## src/rtl/feed_packet_assembler.sv

```systemverilog
// -----------------------------------------------------------------------------
// feed_packet_assembler
//
// Frames a 32-bit feed word stream into 4-word (128-bit) market-data packets.
// Each frame is checked for sync byte, exact length and inter-word idle gaps.
// Good frames are emitted as a one-cycle valid pulse; malformed frames are
// dropped, counted and recorded in sticky error flags.
//
// Ports:
//   clk              system clock, rising edge
//   reset            synchronous active-high reset
//   word_in          feed word
//   word_in_valid    word_in valid this cycle (always accepted)
//   word_in_last     final word of a frame, qualified by word_in_valid
//   packet_out       assembled packet, word0 in [31:0] ... word3 in [127:96]
//   packet_out_valid one-cycle pulse when packet_out is updated
//   pkt_count        good packets emitted (saturating)
//   drop_count       frames dropped for any reason (saturating)
//   err_sync         sticky: a frame failed the sync check
//   err_len          sticky: a frame was short or long
//   err_timeout      sticky: a frame timed out
// -----------------------------------------------------------------------------
module feed_packet_assembler #(
  parameter logic [7:0] SYNC_BYTE      = 8'hA5,
  parameter int         TIMEOUT_CYCLES = 16,
  parameter int         CNT_W          = 16
) (
  input  logic             clk,
  input  logic             reset,
  input  logic [31:0]      word_in,
  input  logic             word_in_valid,
  input  logic             word_in_last,
  output logic [127:0]     packet_out,
  output logic             packet_out_valid,
  output logic [CNT_W-1:0] pkt_count,
  output logic [CNT_W-1:0] drop_count,
  output logic             err_sync,
  output logic             err_len,
  output logic             err_timeout
);

  // Idle counter only needs to reach TIMEOUT_CYCLES-1 before expiry fires.
  localparam int TW = (TIMEOUT_CYCLES > 1) ? $clog2(TIMEOUT_CYCLES + 1) : 1;

  typedef enum logic [1:0] {
    S_IDLE,
    S_COLLECT,
    S_DISCARD
  } state_t;

  state_t           r_state;
  logic [1:0]       r_idx;
  logic [TW-1:0]    r_tmo;
  logic [31:0]      r_slot [0:2];
  logic [127:0]     r_packet_out;
  logic             r_packet_out_valid;
  logic [CNT_W-1:0] r_pkt_count;
  logic [CNT_W-1:0] r_drop_count;
  logic             r_err_sync;
  logic             r_err_len;
  logic             r_err_timeout;

  logic       w_sync_ok;
  logic       w_tmo_expire;
  logic       w_commit;
  logic       w_drop;
  logic       w_set_sync;
  logic       w_set_len;
  logic       w_set_tmo;
  logic [2:0] w_slot_we;

  assign w_sync_ok = (word_in[31:24] == SYNC_BYTE);

  // Expiry is the cycle in which the idle count would reach TIMEOUT_CYCLES.
  // A valid word in that same cycle takes priority (checked in the decode).
  assign w_tmo_expire = (TIMEOUT_CYCLES != 0) &&
                        (r_tmo == TW'(TIMEOUT_CYCLES - 1));

  // Event decode: what happens to the frame on this cycle.
  always_comb begin
    w_commit   = 1'b0;
    w_drop     = 1'b0;
    w_set_sync = 1'b0;
    w_set_len  = 1'b0;
    w_set_tmo  = 1'b0;
    case (r_state)
      S_IDLE: begin
        if (word_in_valid) begin
          if (!w_sync_ok) begin
            w_set_sync = 1'b1;
            w_drop     = 1'b1;
          end else if (word_in_last) begin
            w_set_len = 1'b1;
            w_drop    = 1'b1;
          end
        end
      end
      S_COLLECT: begin
        if (word_in_valid) begin
          if (r_idx == 2'd3) begin
            if (word_in_last) begin
              w_commit = 1'b1;
            end else begin
              w_set_len = 1'b1;
              w_drop    = 1'b1;
            end
          end else if (word_in_last) begin
            w_set_len = 1'b1;
            w_drop    = 1'b1;
          end
        end else if (w_tmo_expire) begin
          w_set_tmo = 1'b1;
          w_drop    = 1'b1;
        end
      end
      default: begin
      end
    endcase
  end

  // Slots 0..2 hold the first three words; word 3 goes straight into
  // packet_out on commit so the pulse lands one cycle after the last word.
  generate
    for (genvar gi = 0; gi < 3; gi++) begin : g_slot
      if (gi == 0) begin : g_first
        assign w_slot_we[gi] = (r_state == S_IDLE) && word_in_valid &&
                               w_sync_ok && !word_in_last;
      end else begin : g_rest
        assign w_slot_we[gi] = (r_state == S_COLLECT) && word_in_valid &&
                               (r_idx == 2'(gi));
      end

      always_ff @(posedge clk) begin
        if (reset) begin
          r_slot[gi] <= '0;
        end else if (w_slot_we[gi]) begin
          r_slot[gi] <= word_in;
        end
      end
    end
  endgenerate

  // Frame state machine with registered outputs, counters and flags.
  always_ff @(posedge clk) begin
    if (reset) begin
      r_state            <= S_IDLE;
      r_idx              <= '0;
      r_tmo              <= '0;
      r_packet_out       <= '0;
      r_packet_out_valid <= 1'b0;
      r_pkt_count        <= '0;
      r_drop_count       <= '0;
      r_err_sync         <= 1'b0;
      r_err_len          <= 1'b0;
      r_err_timeout      <= 1'b0;
    end else begin
      r_packet_out_valid <= w_commit;
      if (w_commit) begin
        r_packet_out <= {word_in, r_slot[2], r_slot[1], r_slot[0]};
      end

      if (w_commit && (r_pkt_count != '1)) begin
        r_pkt_count <= r_pkt_count + CNT_W'(1);
      end
      if (w_drop && (r_drop_count != '1)) begin
        r_drop_count <= r_drop_count + CNT_W'(1);
      end

      if (w_set_sync) r_err_sync    <= 1'b1;
      if (w_set_len)  r_err_len     <= 1'b1;
      if (w_set_tmo)  r_err_timeout <= 1'b1;

      case (r_state)
        S_IDLE: begin
          r_tmo <= '0;
          r_idx <= '0;
          if (word_in_valid && !word_in_last) begin
            if (w_sync_ok) begin
              r_idx   <= 2'd1;
              r_state <= S_COLLECT;
            end else begin
              r_state <= S_DISCARD;
            end
          end
        end
        S_COLLECT: begin
          if (word_in_valid) begin
            r_tmo <= '0;
            if (word_in_last) begin
              r_state <= S_IDLE;
            end else if (r_idx == 2'd3) begin
              r_state <= S_DISCARD;
            end else begin
              r_idx <= r_idx + 2'd1;
            end
          end else if (w_tmo_expire) begin
            r_tmo   <= '0;
            r_state <= S_IDLE;
          end else begin
            r_tmo <= r_tmo + TW'(1);
          end
        end
        S_DISCARD: begin
          r_tmo <= '0;
          if (word_in_valid && word_in_last) begin
            r_state <= S_IDLE;
          end
        end
        default: begin
          r_state <= S_IDLE;
        end
      endcase
    end
  end

  assign packet_out       = r_packet_out;
  assign packet_out_valid = r_packet_out_valid;
  assign pkt_count        = r_pkt_count;
  assign drop_count       = r_drop_count;
  assign err_sync         = r_err_sync;
  assign err_len          = r_err_len;
  assign err_timeout      = r_err_timeout;

endmodule

```

## config.mk

```make
export PLATFORM = sky130hd
export DESIGN_NAME = feed_packet_assembler
export DESIGN_NICKNAME = d
export VERILOG_FILES = /design/src/rtl/feed_packet_assembler.sv
export SDC_FILE = /design/constraint.sdc
export NUM_CORES = 1
export LEC_CHECK = 0
export CAP_MARGIN = 20
export CORE_MARGIN = 5
export CORE_UTILIZATION = 45
export CTS_CLUSTER_SIZE = 28
export DETAILED_ROUTE_END_ITERATION = 10
export PLACE_DENSITY = 0.78
export SLEW_MARGIN = 20
export SYNTH_ARGS = -nofsm -noshare
export SYNTH_HDL_FRONTEND = slang
export SYNTH_SLANG_ARGS = --single-unit
```

## constraint.sdc

```tcl
create_clock -name clk -period 2.8 [get_ports clk]
set_input_delay 0.84 -clock clk [delete_from_list [all_inputs] [get_ports clk]]
set_output_delay 0.84 -clock clk [all_outputs]
set_load 0.03 [all_outputs]
```

==> results of run 1 <==
## path summary, 6_finish.rpt
check                                    start        endpoint  cells past startpoint
worst min register to register  packet_out[99]  packet_out[99]                      2
worst max-delay path             drop_count[5]   drop_count[5]                      1
worst min-delay path            packet_out[99]  packet_out[99]                      2
worst max register to register      r_state[0]   drop_count[7]                      5
## flip-flops by register name, summed over array words and instances, names as in the netlist
name              count
drop_count           16
err_len               1
err_sync              1
err_timeout           1
packet_out          128
packet_out_valid      1
pkt_count            16
r_idx                 2
r_slot               96
r_state               2
r_tmo                 5
## synth_stat cells (2+ instances only)
master	count	area, um^2
nand2b_1	4	25.0
dfxtp_1	173	3460
or4_1	10	75.1
nor3_1	10	50.1
xnor2_1	5	43.8
xor2_1	6	52.6
mux2i_1	2	20.0
clkbuf_1	55	206
inv_1	4	15.0
a2111oi_0	3	26.3
nor3b_1	4	30.0
edfxtp_1	96	2880
nand2_1	275	1030
nand3b_1	2	15.0
a21oi_1	148	741
nor2_1	34	128
a211oi_1	3	22.5
or3_1	4	25.0
o21ai_1	3	15.0
nor2b_1	8	50.1
and2_1	90	563
nand3_1	11	55.1
o31ai_1	8	60.1
nor3b_2	3	37.5
nor4b_1	2	17.5
buf_2	8	40.0
a311oi_1	2	17.5
a31oi_1	2	12.5
mux2_1	4	45.0
nand4_1	8	50.1
o41ai_1	3	26.3
and3_1	8	50.1
buf_1	3	11.3
o21ai_0	4	20.0
nand4bb_1	2	22.5
ha_1	7	87.6
## power by group through the flow
| stage | sequential, mW | combinational, mW | clock [mW] |
|---|---|---|---|
| global placement | 4.21 | 0.268 | 0 |
| floorplan | 4.21 | 0.121 | 0 |
| global route | 4.13 | 0.293 | 4.03 |
| finish | 4.13 | 0.270 | 3.78 |
| detailed placement | 4.21 | 0.273 | 0 |
| CTS | 4.12 | 0.274 | 3.86 |
## kinds of logic after synthesis
family                   Yosys count  synth area share
AO/OA/AOI/OAI                    186             0.101
XOR/XNOR                          11           0.00939
adder cells (fa/ha/maj)            7           0.00854
buffers and inverters             73            0.0288
flip-flops                       269             0.618
multiplexers                       7           0.00744
other                              1          0.000365
AND/OR/NAND/NOR                  483             0.226
## final cells by class
class,count,area (um^2),area share
clock inverter,18,166,0.0121
sequential,269,6350,0.462
tap,285,357,0.0260
inverter,5,18.8,0.00137
clock buffer,34,786,0.0573
timing repair buffer,233,2400,0.175
multi-input combinational,698,3650,0.266
## layer usage
layer,GRT usage,part of all wire
met3,0.0373,0.057
met2,0.322,0.48
met5,0,0
met4,0.0589,0.032
met1,0.251,0.44
## cell usage in the layout (no fill, tap or decap), types with 4 or more instances in the layout
cell type / count
xnor2_1: 5
ha_1: 7
nand2_1: 275
clkdlybuf4s50_1: 198
nor3_1: 10
edfxtp_1: 96
or4_1: 10
clkinv_2: 10
a21oi_1: 148
dfxtp_1: 173
nand4_1: 8
o31ai_1: 8
mux2_1: 4
and2_1: 90
xor2_1: 6
clkbuf_16: 30
o21ai_0: 4
nor3b_1: 4
or3_1: 4
and3_1: 8
inv_1: 4
nor2_1: 32
conb_1: 4
buf_4: 22
nor2b_1: 8
buf_12: 12
nand3_1: 11
==> key figures, run 1 <==
Floorplan
  • Die area: around 26,000 um^2
  • Cell Rows: 55
  • Die Wd: approximately 160 um
  • Initial core utilization: 0.455
  • Core Region: 22,600 um^2
  • Top Ports: 200
  • Die H: between 150 and 200 um

STA
  • Setup violators final: 0
  • Final cycle utilization of the critical path: 0.937
  • Final hold vios: 0
  • Fmax: roughly 0.38 GHz
  • Relative slew margins: 0.593
  • Setup TNS: 0 ns
  • Final hold slack: between 0.4 and 0.5 ns
  • Unrepaired setup endpoints after global routing: no
  • Worst Skew: 0.00749 ns
  • Final Worst Setup Slack: 0.177 ns
  • Final period demand of the worst path: about 2.6 ns
  • Worst slew pin tran: a little over 0.6 ns
  • Final Max Tran Viols: 0

Clock tree
  • Clock transition at the registers of the reported paths: 0.06 ns
  • Setup Buffers After CTS: 0
  • Root buffer cell: clkbuf_16
  • CTS H-tree depth: 1
  • CTS max path bufs: 3
  • Clock Latency Late Sink: 0.53 ns
  • Post_cts resized: 0
  • CTS tree: built
  • Hold-fix buffers, CTS: 0
  • CTS Sinks: around 270
  • Cts bufs inserted: 28

Placement
  • Placed Cells: about 1,500
  • Gpl congestion: roughly 0.85
  • Input/output buffers: around 200
  • Dpl cell area: ~13,000 um^2
  • HPWL after DPL: ~16 mm
  • Worst slack at placement: -0.103 ns

Final layout
  • Fill cell count: roughly 1,800
  • Layout Cells excl Fill: about 1,500
  • Util after Layout: 0.608
  • Final nets: around 1,300
  • Share of layout cells above drive strength 1: 0.0764
  • Antenna cell count: 0
  • Area delta synth->final: 33.7%
  • Final instance area: 13,700 um^2

Pwr
  • Cell Pwr Density: 596 nW/um^2
  • Combinational Power Share: 0.033
  • Net Sw Frac: 0.208
  • Flop pwr share: 0.504
  • Internal power: approximately 6.5 mW
  • Sw Pwr: around 1.7 mW
  • Leakage: 4.72 nW
  • Clock power share: 0.463
  • Overall Power: around 8.2 mW
  • Worst vdd ir: about 400 uV

Drt
  • Initial detailed-routing violation count: roughly 530
  • Pre-antenna DRT Iters: 5
  • Post-DRT Antenna Nets: 0
  • Via count: roughly 8,000
  • Drt via density: about 5.2
  • DRC viols: 0
  • Final WL: 25.5 mm
  • WL per Instance: 16.5 um

Global route
  • Vias in the first global route: 7,868
  • Final global-route overflow total: 0
  • Total GRT Usage: 0.191
  • Initial antenna violation count: 0
  • Pin count of the biggest net entering global routing: between 90 and 100
  • First-pass GRT wire length: between 40 and 50 mm

Status
  • Status: finished clean

Setup path
  • Critical path, cell by cell: clkdlybuf4s50_1
  • Kind of critical path: register to output pin
  • CP top delay family: buffers and inverters
  • Buffers plus inverters on the worst setup path: 1
  • CP peak stage delay: ~0.74 ns
  • CP max stage cell: clkdlybuf4s50_1
  • Critical Path End Type: output pin
  • Slack of the worst reg-to-reg path: between 0.5 and 0.6 ns
  • CP max FO: 9
  • Critical Path RT: 1.96 ns
  • Critical Path Source Type: register
  • Critical Path AT: roughly 1.8 ns

Logic synthesis
  • Syn avg cell area: ~9.9 um^2
  • Commonest register cell after synthesis: dfxtp_1
  • Synth Instances: between 1,000 and 1,500
  • Post-synth EDFFs: 96
  • Asr flop ratio synth: 0
  • Share of the yosys chip area belonging to registers: 0.618
  • Syn. warnings: 0
  • Post-Syn Area: about 10,000 um^2
  • Post-synth cell types: 59
  • Synthesized flop and latch total: around 270

Flow run
  • Max Cap Violations: 0

Hold path
  • Hold crit path type: register to register
No activity file was read; power rests on OpenSTA's default activity.
==> run 2: changes to the inputs <==
- CORE_UTILIZATION: 45 -> 52
- PLACE_DENSITY: 0.78 -> 0.87
==> run 2 against run 1 <==
Net effect: clock power rose by 4%; core utilization rose by 9.9 points; non-clock buffer count rose by 3; sequential cell count did not move; global-route usage rose by 3.4 points; critical path type unchanged; largest cell class unchanged.
==> key figures, run 2 (synthesis results as in run 1) <==
Drt
  • Final WL: around 26 mm
  • Drt via density: about 5.3
  • Pre-antenna DRT Iters: 5
  • Via count: slightly above 8,000
  • Initial detailed-routing violation count: 490
  • Post-DRT Antenna Nets: 0
  • WL per Instance: about 17 um
  • DRC viols: 0

STA
  • Final hold slack: 0.453 ns
  • Final cycle utilization of the critical path: 0.944
  • Relative slew margins: 0.537
  • Setup violators final: 0
  • Final Worst Setup Slack: 0.156 ns
  • Fmax: 0.378 GHz
  • Final period demand of the worst path: around 2.6 ns
  • Worst slew pin tran: between 0.6 and 0.7 ns
  • Unrepaired setup endpoints after global routing: no
  • Worst Skew: around 0.0091 ns
  • Final hold vios: 0
  • Final Max Tran Viols: 0

Pwr
  • Worst vdd ir: 500 uV
  • Combinational Power Share: 0.033
  • Overall Power: around 8.3 mW
  • Leakage: between 4 and 5 nW
  • Flop pwr share: 0.496
  • Cell Pwr Density: around 600 nW/um^2
  • Clock power share: 0.471
  • Internal power: 6.64 mW
  • Sw Pwr: about 1.7 mW
  • Net Sw Frac: 0.202

Setup path
  • Critical path, cell by cell: clkdlybuf4s50_1
  • CP peak stage delay: 0.75 ns
  • Critical Path End Type: output pin
  • Worst-case reg-to-reg path depth: 5
  • Critical Path Source Type: register
  • Kind of critical path: register to output pin
  • CP max stage cell: clkdlybuf4s50_1
  • CP max FO: 9
  • Critical Path AT: between 1.5 and 2 ns
  • Stages on worst setup path: 1
  • Buffers plus inverters on the worst setup path: 1
  • CP top delay family: buffers and inverters
  • Critical Path RT: 1.96 ns

Final layout
  • Fill cell count: around 1,400
  • Util after Layout: 0.707
  • Leading cell type in the layout, fill and taps excluded: nand2_1
  • Most frequent cells in the layout: nand2_1, clkdlybuf4s50_1, dfxtp_1
  • Area of the multi-input gates: 3650 um^2
  • Layout Cells excl Fill: 1,525
  • Register Area: between 6000 and 7000 um^2
  • Final nets: 1,281
  • Area delta synth->final: 34.2%
  • Share of layout cells above drive strength 1: 0.0762
  • Antenna cell count: 0
  • Max reg flops: about 130

Floorplan
  • Top Ports: 200
  • Die H: approximately 150 um
  • Die area: 22,600 um^2
  • Die Wd: approximately 150 um
  • Cell Rows: just over 50
  • Initial core utilization: 0.527
  • Core Region: between 15,000 and 20,000 um^2

Global route
  • First-pass GRT wire length: 41.2 mm
  • Initial antenna violation count: 0
  • Final global-route overflow total: 0
  • Pin count of the biggest net entering global routing: between 90 and 100
  • Total GRT Usage: 0.225
  • Vias in the first global route: about 8,000

Status
  • Status: finished clean

Clock tree
  • Clock transition at the registers of the reported paths: about 0.06 ns
  • CTS H-tree depth: 1
  • Root buffer cell: clkbuf_16
  • Clock Latency Late Sink: ~0.54 ns
  • CTS tree: built
  • Setup Buffers After CTS: 0
  • Post_cts resized: 0
  • CTS Sinks: 269
  • Cts bufs inserted: 28
  • Hold-fix buffers, CTS: 0
  • CTS max path bufs: 3

Hold path
  • Hold crit path type: register to register
  • Hold path cells: 2

Placement
  • HPWL after DPL: between 15 and 20 mm
  • Placed Cells: 1,473
  • Worst slack at placement: -0.120 ns
  • Gpl congestion: approximately 0.84
  • Input/output buffers: 199

Flow run
  • Max Cap Violations: 0
## run 2: changes by cell type in the layout (fill, tap and decap cells not counted)
cell,previous run,this run
clkinv_8,0,1
inv_4,1,0
buf_4,22,25
clkinv_1,3,2
clkinv_4,1,0
clkbuf_8,2,4
clkbuf_1,2,6
clkinv_2,10,5
bufinv_16,3,4
## run 2: worst paths after layout
kind / start / to / slack (ns)
worst max register to register: r_state[0] / drop_count[6] / 0.51
worst min-delay path: packet_out[121] / packet_out[121] / 0.45
worst min register to register: packet_out[121] / packet_out[121] / 0.45
worst max-delay path: drop_count[5] / drop_count[5] / 0.16
## run 2: final cells by class
type | count | share of cell area
Clock inverter | 12 | 0.0123
Timing Repair Buffer | 236 | 0.176
Sequential cell | 269 | 0.461
Inverter | 5 | 0.00136
Tap cell | 265 | 0.0241
Multi-Input combinational cell | 698 | 0.265
Clock buffer | 40 | 0.0602
## run 2: worst register-to-register path, stage by stage (launching register included)
cell and delay (ns):
dfxtp_1 0.67, inv_2 0.12, o311a_1 0.39, o22a_4 0.33
or4_1 0.55, a21oi_1 0.16
## run 2: layer usage
metal / up-vias / share of wire / track usage
met5: - / 0 / 0
met4: 0 / 0.026 / 0.0640
met3: 45 / 0.079 / 0.0491
met2: 279 / 0.50 / 0.389
met1: 3845 / 0.39 / 0.286
li1: 3935 / - / -
## run 2: power groups by stage
stage	Combinational [mW]	Clock [mW]	Sequential, mW
CTS	0.275	3.99	4.13
detailed placement	0.272	0	4.21
floorplan	0.121	0	4.21
global placement	0.268	0	4.21
finish	0.273	3.92	4.13
global route	0.295	4.18	4.13
## run 2: stage by stage
step / setup TNS (ns) / instance area [um^2]
2_1_floorplan: 0 / 10300
3_3_place_gp: -0.409 / 12800
3_5_place_dp: -1.24 / 12800
4_1_cts: 0 / 13800
5_1_grt: 0 / 13800
6_report: 0 / 13800
==> run 3: changes to the inputs <==
- SLEW_MARGIN: 20 -> 25
==> results of run 3 <==
Same layout as run 2: the final DEF is identical, and so are final timing and power.
==> RTL change: new RTL, settings of run 1 <==
Change the parameter `CNT_W` from 16 to 32.
--- a/src/rtl/feed_packet_assembler.sv
+++ b/src/rtl/feed_packet_assembler.sv
@@ -25,3 +25,3 @@
   parameter int         TIMEOUT_CYCLES = 16,
-  parameter int         CNT_W          = 16
+  parameter int         CNT_W          = 32
 ) (
Ports: changed (resized drop_count and pkt_count); port bits go from 200 to 232. No check against the original RTL was run, so the function may have changed too.
==> RTL change against run 1 <==
Combinational power grew 2%. Routed wire length is 23% higher. Final area increased by 17%. Synthesized area is 17% higher. Die area increased by 16%. Total power up 12%. Cell count grew 21%. First-iteration DRC count up 23%. Setup slack worse by 39 ps. Sequential share of layout area fell by 2.9 points. Via count increased by 26%. Sequential cell count is 32 higher. Critical path type unchanged. Largest cell class unchanged. Highest routed layer unchanged.
==> RTL change: results <==
group,metric,value,unit
status,status,"finished clean",
pwr,ir_drop,0.458,mV
finish,layout.nets,1551,
setup_path,startpoint,"drop_count[18]$_SDFFE_PP0P_",
place,routabilityCongestion,0.848,
global_routing,grt_max_degree,79,
setup_path,crit_path_max_incr_delay,750,ps
setup_path,worstRegToRegCells,7,
logic_synthesis,ys_warn_count,0,
place,dp_cells,1810,
place,post-dp-hpwl,21.1,mm
routing,vias,10100,
setup_path,critPathArrivalTime,1820,ps
routing,wl_met1,13.0,mm
pwr,intPower,0.00726,W
routing,met2_wirelength,15.3,mm
place,dpl-instance-area,15000,µm²
sta,finClkSkew,8.06,ps
logic_synthesis,synth.distinct_cells,61,
logic_synthesis,synth_edf_count,96,
logic_synthesis,seq_area_frac_synth,58.2,%
routing,wl_met3,1.94,mm
global_routing,grt_pass1_vias,9797,
routing,first_pass_iters,4,
global_routing,grt_pass1_wl,50.9,mm
global_routing,grt_usage,20.1,%
pwr,p_leak,5.40,nW
setup_path,r2r-start,"r_idx[0]$_SDFFE_PP0P_",
setup_path,cp_max_fo,8,
place,port-buffer-count,231,
clock_network,cts_resized,0,
clock_network,clock_latency,560,ps
clock_network,post_cts.repair.setup_buffers,0,
routing,wirelength,31.4,mm
clock_network,cts_buffers,31,
routing,top_layer,"met4",
min_path,worstHoldPathCells,2,
setup_path,ff2ff_setup_slack,380,ps
sta,worst_slack,138,ps
setup_path,endpoint,"drop_count[18]",
finish,drive_gt1_share,9.00,%
logic_synthesis,netlist_top_cells_area,"dfxtp_1 (34%), edfxtp_1 (24%), nand2_1 (9.1%)",
logic_synthesis,netlist_top_cells_count,"nand2_1 (291), dfxtp_1 (205), a21oi_1 (180)",
finish,instances_no_fill,1868,
logic_synthesis,synth_most_common_cell,"nand2_1",
logic_synthesis,syn_inst,1262,
sta,worst_slew_margin_rel,45.7,%
setup_path,r2r_end,"pkt_count[10]$_SDFFE_PP0P_",
routing,initialDrtViolationCount,654,
clock_network,htree_levels,1,
global_routing,antenna_found_initial,0,
finish,n_fill_cell,2182,
clock_network,cts_root_buffer,"clkbuf_16",
clock_network,cts.clk_slew.worst_paths,60,ps
place,place_ws,-362,ps
min_path,hp-class,"flip-flop to flip-flop",
[RTL change: worst min-delay path by stage]
stage / slack [ps] / start / to
global route: 460 / packet_out[11]$_SDFFE_PP0P_ / packet_out[11]$_SDFFE_PP0P_
finish: 440 / r_tmo[4]$_SDFFE_PP0P_ / r_tmo[4]$_SDFFE_PP0P_
detailed placement: 440 / r_tmo[4]$_SDFFE_PP0P_ / r_tmo[4]$_SDFFE_PP0P_
floorplan: 420 / r_tmo[4]$_SDFFE_PP0P_ / r_tmo[4]$_SDFFE_PP0P_
global placement: 430 / r_tmo[4]$_SDFFE_PP0P_ / r_tmo[4]$_SDFFE_PP0P_
CTS: 450 / r_tmo[4]$_SDFFE_PP0P_ / r_tmo[4]$_SDFFE_PP0P_
[RTL change: cell type report]
type,instances,area share (%)
Multi-Input combinational cell,870,29.4
Inverter,15,0.349
Clock inverter,12,0.939
Tap cell,335,2.60
Clock buffer,46,5.85
Timing Repair Buffer,289,17.5
Sequential cell,301,43.3
[RTL change: logic make-up after synthesis]
group	Yosys count	synth area share, %
simple gates	579	24.3
flops	301	58.2
compound gates	271	12.9
buf+inv	94	3.00
fa+ha+maj	7	0.730
mux	6	0.563
xor+xnor	3	0.219
other cells	1	0.0312
[RTL change: layer usage]
metal / vias to the layer above / track usage, %
met5: - / 0
met4: 0 / 7.72
met3: 70 / 4.03
met2: 318 / 35.0
met1: 4815 / 24.8
li1: 4928 / -
[RTL change: power by group through the flow]
stage	clock (W)	combinational, W	sequential (W)
5_1_grt	0.00460	0.000298	0.00457
6_report	0.00430	0.000276	0.00457
3_3_place_gp	0	0.000276	0.00466
4_1_cts	0.00439	0.000280	0.00457
2_1_floorplan	0	0.000107	0.00467
3_5_place_dp	0	0.000280	0.00467
[RTL change: metrics by stage]
stage / setup TNS, ps / total power [W] / utilization, % / hold slack [ps]
after floorplan: 0 / 0.00478 / - / 418
after global placement: -8430 / 0.00494 / 57.5 / 428
after detailed placement: -11750 / 0.00495 / 57.5 / 438
after CTS: 0 / 0.00924 / 61.7 / 446
after global routing: 0 / 0.00947 / 61.7 / 465
final: 0 / 0.00915 / 61.7 / 444
